File: config.mk
export PLATFORM = sky130hd
export DESIGN_NAME = micro_encode_loader_flat
export DESIGN_NICKNAME = d
export VERILOG_FILES = /design/src/rtl/micro_pkg.sv /design/src/rtl/micro_encode_loader_if.sv /design/src/rtl/micro_skid_fifo.sv /design/src/rtl/micro_encode_loader.sv /design/src/flat_wrapper.sv
export SDC_FILE = /design/constraint.sdc
export NUM_CORES = 1
export LEC_CHECK = 0
export ABC_AREA = 1
export BUFFER_PORTS_ARGS = -buffer_cell sky130_fd_sc_hd__buf_4
export CAP_MARGIN = 20
export CORE_MARGIN = 2
export CORE_UTILIZATION = 55
export CTS_CLUSTER_SIZE = 16
export DETAILED_ROUTE_END_ITERATION = 7
export GPL_TIMING_DRIVEN = 0
export PLACE_DENSITY = 0.79
export SLEW_MARGIN = 30
export SYNTH_ARGS = -nofsm -noshare
export SYNTH_HDL_FRONTEND = slang
export SYNTH_SLANG_ARGS = --single-unit
File: constraint.sdc
create_clock -name clk -period 4.3 [get_ports clk]
set_input_delay 0.215 -clock clk [delete_from_list [all_inputs] [get_ports clk]]
set_output_delay 0.215 -clock clk [all_outputs]
set_load 0.03 [all_outputs]
File: src/rtl/micro_pkg.sv
// micro_pkg
// Shared definitions for the microword encode/load path: word and address
// widths, field widths and bit positions inside the 33-bit microword, the
// field bundle struct, the loader state enum and the packing helper.
// The decode stage uses the same bit positions, so encode and decode stay
// bit-exact inverses of each other.
package micro_pkg;

  localparam int MICRO_W   = 33;
  localparam int ADDR_W    = 11;
  localparam int CNT_W     = 12;
  localparam int BUF_DEPTH = 2;

  localparam int ALU_W = 4;
  localparam int SH_W  = 2;
  localparam int KMX_W = 1;
  localparam int M_W   = 2;
  localparam int B_W   = 6;
  localparam int C_W   = 6;
  localparam int T_W   = 7;
  localparam int A_W   = 5;

  localparam int ALU_MSB = 32;
  localparam int ALU_LSB = 29;
  localparam int SH_MSB  = 28;
  localparam int SH_LSB  = 27;
  localparam int KMX_BIT = 26;
  localparam int M_MSB   = 25;
  localparam int M_LSB   = 24;
  localparam int B_MSB   = 23;
  localparam int B_LSB   = 18;
  localparam int C_MSB   = 17;
  localparam int C_LSB   = 12;
  localparam int T_MSB   = 11;
  localparam int T_LSB   = 5;
  localparam int A_MSB   = 4;
  localparam int A_LSB   = 0;

  typedef struct packed {
    logic [ALU_W-1:0] alu;
    logic [SH_W-1:0]  sh;
    logic [KMX_W-1:0] kmx;
    logic [M_W-1:0]   m;
    logic [B_W-1:0]   b;
    logic [C_W-1:0]   c;
    logic [T_W-1:0]   t;
    logic [A_W-1:0]   a;
  } micro_fields_t;

  typedef enum logic {
    IDLE,
    LOAD
  } state_t;

  // Places every field at its decode-stage bit position.
  function automatic logic [MICRO_W-1:0] pack_micro(input micro_fields_t f);
    logic [MICRO_W-1:0] w;
    w = '0;
    w[ALU_MSB:ALU_LSB] = f.alu;
    w[SH_MSB:SH_LSB]   = f.sh;
    w[KMX_BIT]         = f.kmx[0];
    w[M_MSB:M_LSB]     = f.m;
    w[B_MSB:B_LSB]     = f.b;
    w[C_MSB:C_LSB]     = f.c;
    w[T_MSB:T_LSB]     = f.t;
    w[A_MSB:A_LSB]     = f.a;
    return w;
  endfunction

endpackage

File: src/rtl/micro_encode_loader_if.sv
// micro_encode_loader_if
// Bundles the two streaming sides of the loader:
//   field bundle in : ALU_OUT..A_OUT, in_valid (to loader), in_ready (from loader)
//   store write out : mem_we, mem_addr, mem_wdata (from loader), mem_ready (to loader)
// master = the environment (field source and control store),
// slave  = the loader itself.
interface micro_encode_loader_if;
  import micro_pkg::*;

  logic [ALU_W-1:0]   ALU_OUT;
  logic [SH_W-1:0]    SH_OUT;
  logic [KMX_W-1:0]   KMx_OUT;
  logic [M_W-1:0]     M_OUT;
  logic [B_W-1:0]     B_OUT;
  logic [C_W-1:0]     C_OUT;
  logic [T_W-1:0]     T_OUT;
  logic [A_W-1:0]     A_OUT;
  logic               in_valid;
  logic               in_ready;
  logic               mem_we;
  logic [ADDR_W-1:0]  mem_addr;
  logic [MICRO_W-1:0] mem_wdata;
  logic               mem_ready;

  modport master (
    output ALU_OUT, SH_OUT, KMx_OUT, M_OUT, B_OUT, C_OUT, T_OUT, A_OUT,
    output in_valid, mem_ready,
    input  in_ready, mem_we, mem_addr, mem_wdata
  );

  modport slave (
    input  ALU_OUT, SH_OUT, KMx_OUT, M_OUT, B_OUT, C_OUT, T_OUT, A_OUT,
    input  in_valid, mem_ready,
    output in_ready, mem_we, mem_addr, mem_wdata
  );

endinterface

File: src/rtl/micro_skid_fifo.sv
// micro_skid_fifo
// Two-entry FIFO of packed microwords sitting between the field input and the
// control-store write port.
// Ports: clk, rst_n (async active-low), push/din, pop/dout (head word),
//        full, empty.
// Push while full and pop while empty are ignored.
module micro_skid_fifo
  import micro_pkg::*;
(
  input  logic               clk,
  input  logic               rst_n,
  input  logic               push,
  input  logic [MICRO_W-1:0] din,
  input  logic               pop,
  output logic [MICRO_W-1:0] dout,
  output logic               full,
  output logic               empty
);

  // One-bit pointers: depth is fixed at two entries.
  logic [MICRO_W-1:0] mem [BUF_DEPTH];
  logic               wr_ptr;
  logic               rd_ptr;
  logic [1:0]         count;
  logic               do_push;
  logic               do_pop;

  assign full    = (count == 2'(BUF_DEPTH));
  assign empty   = (count == 2'd0);
  assign do_push = push && !full;
  assign do_pop  = pop && !empty;
  assign dout    = mem[rd_ptr];

  // Storage is cleared on reset so the head word reads as zero afterwards.
  always_ff @(posedge clk or negedge rst_n) begin
    if (!rst_n) begin
      for (int i = 0; i < BUF_DEPTH; i++) begin
        mem[i] <= '0;
      end
      wr_ptr <= 1'b0;
      rd_ptr <= 1'b0;
      count  <= 2'd0;
    end else begin
      if (do_push) begin
        mem[wr_ptr] <= din;
        wr_ptr      <= ~wr_ptr;
      end
      if (do_pop) begin
        rd_ptr <= ~rd_ptr;
      end
      case ({do_push, do_pop})
        2'b10:   count <= count + 2'd1;
        2'b01:   count <= count - 2'd1;
        default: count <= count;
      endcase
    end
  end

endmodule

File: src/rtl/micro_encode_loader.sv
// micro_encode_loader
// Packs separate microinstruction control fields into 33-bit microwords and
// streams them into the control store at auto-incrementing addresses.
// Ports:
//   clk, rst_n        clock, async active-low reset
//   start             begin a load (only honoured in IDLE)
//   base_addr         first write address, latched on start
//   word_count        number of words to load, latched on start
//   bus (slave)       field bundle valid/ready in, store write we/ready out
//   busy              high while loading
//   done              one-cycle pulse after the final write (or after a
//                     zero-length start)
//   wrapped           sticky: address rolled over from 2047 to 0 this load
module micro_encode_loader
  import micro_pkg::*;
(
  input  logic                  clk,
  input  logic                  rst_n,
  input  logic                  start,
  input  logic [ADDR_W-1:0]     base_addr,
  input  logic [CNT_W-1:0]      word_count,
  micro_encode_loader_if.slave  bus,
  output logic                  busy,
  output logic                  done,
  output logic                  wrapped
);

  state_t             state;
  state_t             next_state;
  logic [ADDR_W-1:0]  addr_cnt;
  logic [CNT_W-1:0]   accept_rem;
  logic [CNT_W-1:0]   write_rem;
  micro_fields_t      fields;
  logic [MICRO_W-1:0] packed_word;
  logic [MICRO_W-1:0] head_word;
  logic               buf_full;
  logic               buf_empty;
  logic               push;
  logic               pop;

  // Gather the separate field inputs into one bundle and pack it.
  always_comb begin
    fields.alu  = bus.ALU_OUT;
    fields.sh   = bus.SH_OUT;
    fields.kmx  = bus.KMx_OUT;
    fields.m    = bus.M_OUT;
    fields.b    = bus.B_OUT;
    fields.c    = bus.C_OUT;
    fields.t    = bus.T_OUT;
    fields.a    = bus.A_OUT;
    packed_word = pack_micro(fields);
  end

  // Input is only accepted while words remain to be taken, so bundles
  // offered past the end of the load are left untouched.
  assign bus.in_ready  = (state == LOAD) && !buf_full && (accept_rem != '0);
  assign push          = bus.in_valid && bus.in_ready;
  assign bus.mem_we    = (state == LOAD) && !buf_empty;
  assign pop           = bus.mem_we && bus.mem_ready;
  assign bus.mem_addr  = addr_cnt;
  assign bus.mem_wdata = head_word;
  assign busy          = (state == LOAD);

  micro_skid_fifo u_fifo (
    .clk   (clk),
    .rst_n (rst_n),
    .push  (push),
    .din   (packed_word),
    .pop   (pop),
    .dout  (head_word),
    .full  (buf_full),
    .empty (buf_empty)
  );

  // State register.
  always_ff @(posedge clk or negedge rst_n) begin
    if (!rst_n) begin
      state <= IDLE;
    end else begin
      state <= next_state;
    end
  end

  // Next state: a zero-length start never leaves IDLE; the load ends on the
  // handshake that writes the last word.
  always_comb begin
    next_state = state;
    case (state)
      IDLE: begin
        if (start && (word_count != '0)) begin
          next_state = LOAD;
        end
      end
      LOAD: begin
        if (pop && (write_rem == CNT_W'(1))) begin
          next_state = IDLE;
        end
      end
      default: next_state = IDLE;
    endcase
  end

  // Address and count tracking. Separate accept/write counters let the
  // input side finish early while the buffer is still draining.
  always_ff @(posedge clk or negedge rst_n) begin
    if (!rst_n) begin
      addr_cnt   <= '0;
      accept_rem <= '0;
      write_rem  <= '0;
      wrapped    <= 1'b0;
      done       <= 1'b0;
    end else begin
      done <= 1'b0;
      case (state)
        IDLE: begin
          if (start) begin
            addr_cnt   <= base_addr;
            accept_rem <= word_count;
            write_rem  <= word_count;
            wrapped    <= 1'b0;
            done       <= (word_count == '0);
          end
        end
        LOAD: begin
          if (push) begin
            accept_rem <= accept_rem - CNT_W'(1);
          end
          if (pop) begin
            write_rem <= write_rem - CNT_W'(1);
            addr_cnt  <= addr_cnt + ADDR_W'(1);
            if (addr_cnt == '1) begin
              wrapped <= 1'b1;
            end
            if (write_rem == CNT_W'(1)) begin
              done <= 1'b1;
            end
          end
        end
        default: ;
      endcase
    end
  end

endmodule
File: src/flat_wrapper.sv
// flat-port wrapper written by rule: the top's interface ports become plain ports
module micro_encode_loader_flat import micro_pkg::*;
  (clk, rst_n, start, base_addr, word_count, busy, done, wrapped, bus_ALU_OUT, bus_SH_OUT, bus_KMx_OUT, bus_M_OUT, bus_B_OUT, bus_C_OUT, bus_T_OUT, bus_A_OUT, bus_in_valid, bus_mem_ready, bus_in_ready, bus_mem_we, bus_mem_addr, bus_mem_wdata);
  micro_encode_loader_if bus_i ();
  input  logic clk;
  input  logic rst_n;
  input  logic start;
  input  logic [ADDR_W-1:0] base_addr;
  input  logic [CNT_W-1:0] word_count;
  output logic busy;
  output logic done;
  output logic wrapped;
  input wire logic [$bits(bus_i.ALU_OUT)-1:0] bus_ALU_OUT;
  input wire logic [$bits(bus_i.SH_OUT)-1:0] bus_SH_OUT;
  input wire logic [$bits(bus_i.KMx_OUT)-1:0] bus_KMx_OUT;
  input wire logic [$bits(bus_i.M_OUT)-1:0] bus_M_OUT;
  input wire logic [$bits(bus_i.B_OUT)-1:0] bus_B_OUT;
  input wire logic [$bits(bus_i.C_OUT)-1:0] bus_C_OUT;
  input wire logic [$bits(bus_i.T_OUT)-1:0] bus_T_OUT;
  input wire logic [$bits(bus_i.A_OUT)-1:0] bus_A_OUT;
  input wire logic [$bits(bus_i.in_valid)-1:0] bus_in_valid;
  input wire logic [$bits(bus_i.mem_ready)-1:0] bus_mem_ready;
  output wire logic [$bits(bus_i.in_ready)-1:0] bus_in_ready;
  output wire logic [$bits(bus_i.mem_we)-1:0] bus_mem_we;
  output wire logic [$bits(bus_i.mem_addr)-1:0] bus_mem_addr;
  output wire logic [$bits(bus_i.mem_wdata)-1:0] bus_mem_wdata;
  assign bus_i.ALU_OUT = bus_ALU_OUT;
  assign bus_i.SH_OUT = bus_SH_OUT;
  assign bus_i.KMx_OUT = bus_KMx_OUT;
  assign bus_i.M_OUT = bus_M_OUT;
  assign bus_i.B_OUT = bus_B_OUT;
  assign bus_i.C_OUT = bus_C_OUT;
  assign bus_i.T_OUT = bus_T_OUT;
  assign bus_i.A_OUT = bus_A_OUT;
  assign bus_i.in_valid = bus_in_valid;
  assign bus_i.mem_ready = bus_mem_ready;
  assign bus_in_ready = bus_i.in_ready;
  assign bus_mem_we = bus_i.mem_we;
  assign bus_mem_addr = bus_i.mem_addr;
  assign bus_mem_wdata = bus_i.mem_wdata;
  micro_encode_loader u_core (.clk(clk), .rst_n(rst_n), .start(start), .base_addr(base_addr), .word_count(word_count), .bus(bus_i), .busy(busy), .done(done), .wrapped(wrapped));
endmodule
==> impl_metrics.yaml <==
outcome:
  outcome: "finished, violations left"
  violations: "hold timing"
synthesis:
  synth_cells: 805
  syn_nets: 871
  yosys.area.top_type: "dfrtp_1"
  ys_warn_count: 0
  synth_cell_type_count: 30
  synth_seq_area_share_pct: 46.51
  synth_flop_cell: "dfrtp_1"
  synth.avg_cell_area_um2: 7.218
  syn_area_um2: 5811
  synth_edf_count: 0
  synth_seq_cells: 108
  synth-async-reset-ratio_pct: 100.0
  synthTopCellsByArea: "dfrtp_1 47%, nand2_1 24%, nand4_1 7.4%"
  yosysTopAreaCellShare_pct: 46.51
power:
  totalPowerFinal_w: 0.005485
  p_leak_nw: 3.793
  vdd_drop_max_mv: 0.3896
  power.density_nw_per_um2: 785.2
placement:
  place.gp.congestion: 0.9591
  port_buffers: 108
  placed_cells: 1049
  dp_hpwl_um: 11370
setup_path:
  cp_cell_sequence: "inv_1 -> ha_1 -> nand2_1 -> nor2_1 -> a21oi_4 -> nand2_2 -> buf_2 -> ha_1 -> a21oi_1 -> o21ai_0 -> xor2_1"
  critPathArrivalTime_ns: 2.68
  crit_path_start_kind: "register"
  cpPeakStageDelay_ns: 0.39
  end_kind: "register"
  worst-path-buf-inv: 2
  slowest_stage: "dfrtp_1"
  cp_common_cell: "ha_1"
  cp_top_family: "adder cells"
  required_ns: 4.55
  critPathMaxFanout: 10
  critPathKind: "reg -> reg"
sta:
  fin_setup_tns_ns: 0
  period_share_pct: 56.57
  finalHoldViolCount: 58
  rsz0062_at_grt: "no"
  slew_headroom_pct: 43.14
  fmax_ghz: 0.4111
  skew_ns: 0.009238
  drv_slew: 0
  period_needed_ns: 2.433
  setup_violations: 0
  tightestPinTransition_ns: 0.8529
  hold_slack_ns: -0.06080
cts:
  post-cts-setup-buffers: 0
  post_cts_resized: 0
  cts_max_level: 3
  cts_tree: "yes"
  cts.path.max_buffers: 2
  clockRootBuffer: "clkbuf_8"
  clkSinkCount: 108
  numCtsBuffers: 9
  ctsHoldBuffers: 0
  clkTransAtPathRegs_ns: 0.10
  insertion_delay_ns: 0.36
routing:
  first_iter_violations: 468
  antenna_left: 0
  drt_wl_total_um: 15850
  via_count: 5858
  viasPerCell: 5.500
  routedWlPerCell_um: 14.88
  route.detailed.drc: 0
  drt-pass1-iter-count: 7
global_routing:
  grt_pass1_wl_um: 26080
  grt.overflow.total: 0
  grt_max_degree: 109
  antenna_found_initial: 0
  grt_usage_pct: 28.40
  grt_pass1_vias: 5583
die:
  rows: 37
  ios: 110
  initial_core_util_pct: 56.54
  core_um2: 10280
  die_h_um: 106.8
  die-area_um2: 11400
  die_x_um: 106.8
layout:
  area_growth_pct: 20.22
  fill_cells: 881
  drive_gt1_share_pct: 16.90
  layout.nets: 990
  n_antenna_cell: 0
  final_cells: 1065
  final_common_cell: "nand2_1"
  most-common-layout-cells: "370 x nand2_1, 111 x buf_4, 108 x dfrtp_1, 69 x nand4_1, 47 x nor2_1"
job:
  cap_violations: 0
min_path:
  min_path_type: "in -> async"
-- logic make-up (layout without fill, tap and decap cells) --
group / count (synthesis) / in the layout / synth area share [%]
and+or+nand+nor: 530 / 530 / 38.52
DFF: 108 / 108 / 46.51
xor gates and xnor gates: 6 / 6 / 0.9046
AOI/OAI and AO/OA: 70 / 70 / 6.439
buffers and inverters: 86 / 210 / 6.546
adders and majority gates: 5 / 5 / 1.077
-- worst paths after layout --
kind                                                           end  cells after the start  slack, ns                               from
worst min-delay path             u_core.u_fifo.mem[42]$_DFFE_PN0P_                      1      -0.06                              rst_n
worst max-delay path            u_core.u_fifo.count[1]$_DFFE_PN0P_                     11       1.87   u_core.accept_rem[0]$_DFFE_PN0P_
max in group asynchronous         u_core.accept_rem[0]$_DFFE_PN0P_                      1       3.76                              rst_n
worst max register to register  u_core.u_fifo.count[1]$_DFFE_PN0P_                     11       1.87   u_core.accept_rem[0]$_DFFE_PN0P_
worst min register to register   u_core.u_fifo.mem[62]$_DFFE_PN0P_                      2       0.48  u_core.u_fifo.mem[62]$_DFFE_PN0P_
min in group clk                             u_core.done$_DFF_PN0_                      3       0.10                              start
-- report_power, final --
part	switching, W	leakage, nW	internal [W]
combinational	0.00202	2.37	0.00105
sequential	0.000341	1.33	0.00148
clock	0.000337	0.0982	0.000256
total	0.00270	3.79	0.00279
-- per-layer routing --
metal  vias up  global-route usage [%]  share of wire (%)
met3        27                   3.891                7.3
met2       272                   46.63                 48
met1      2711                   38.63                 43
met4         0                   10.48                1.7
li1       2848                       -                  -
met5         -                       0                  0
-- area by class of cell --
cell class	instances	area, µm²	area share [%]
Buffer	50	245.2	3.511
Clock buffer	12	165.2	2.364
Clock inverter	4	22.52	0.3224
Inverter	36	135.1	1.934
Multi-Input combinational cell	611	2728	39.05
Sequential cell	108	2703	38.69
Tap cell	136	170.2	2.436
Timing Repair Buffer	108	817.0	11.70
-- synthesized netlist by cell type (3+ instances only) --
library cell,n
buf_6,3
a31oi_1,3
buf_2,16
a21oi_1,24
clkbuf_1,27
buf_4,4
nand3_1,29
dfrtp_1,108
nor3_1,6
xor2_1,3
inv_1,32
o21ai_0,35
nor2_1,47
xnor2_1,3
or2_2,3
o21ai_1,3
nand4_1,69
nand2_1,370
ha_1,5
-- sequential cells by signal, indices dropped and copies added, names as in the netlist --
signal and count:
u_core.wrapped 1, u_core.write_rem 12, u_core.bus.mem_addr 11, u_core.done 1
u_core.u_fifo.wr_ptr 1, u_core.accept_rem 12, u_core.u_fifo.mem 66, u_core.u_fifo.count 2
u_core.busy 1, u_core.u_fifo.rd_ptr 1
-- metrics by stage --
stage / worst slack, ns / area [µm²] / utilization [%]
6_report: 1.867 / 6985 / 67.97
5_1_grt: 1.697 / 6985 / 67.97
4_1_cts: 1.857 / 6983 / 67.95
3_5_place_dp: 1.880 / 6795 / 66.12
3_3_place_gp: 1.941 / 6792 / 66.08
2_1_floorplan: 2.209 / 5811 / -
-- worst reg2reg max path, cell delays in order, from the launching register on --
cell,delay (ns)
dfrtp_1,0.39
inv_1,0.10
ha_1,0.25
nand2_1,0.12
nor2_1,0.09
a21oi_4,0.29
nand2_2,0.16
buf_2,0.22
ha_1,0.32
a21oi_1,0.12
o21ai_0,0.12
xor2_1,0.16
No activity file was read; power rests on OpenSTA's default activity.
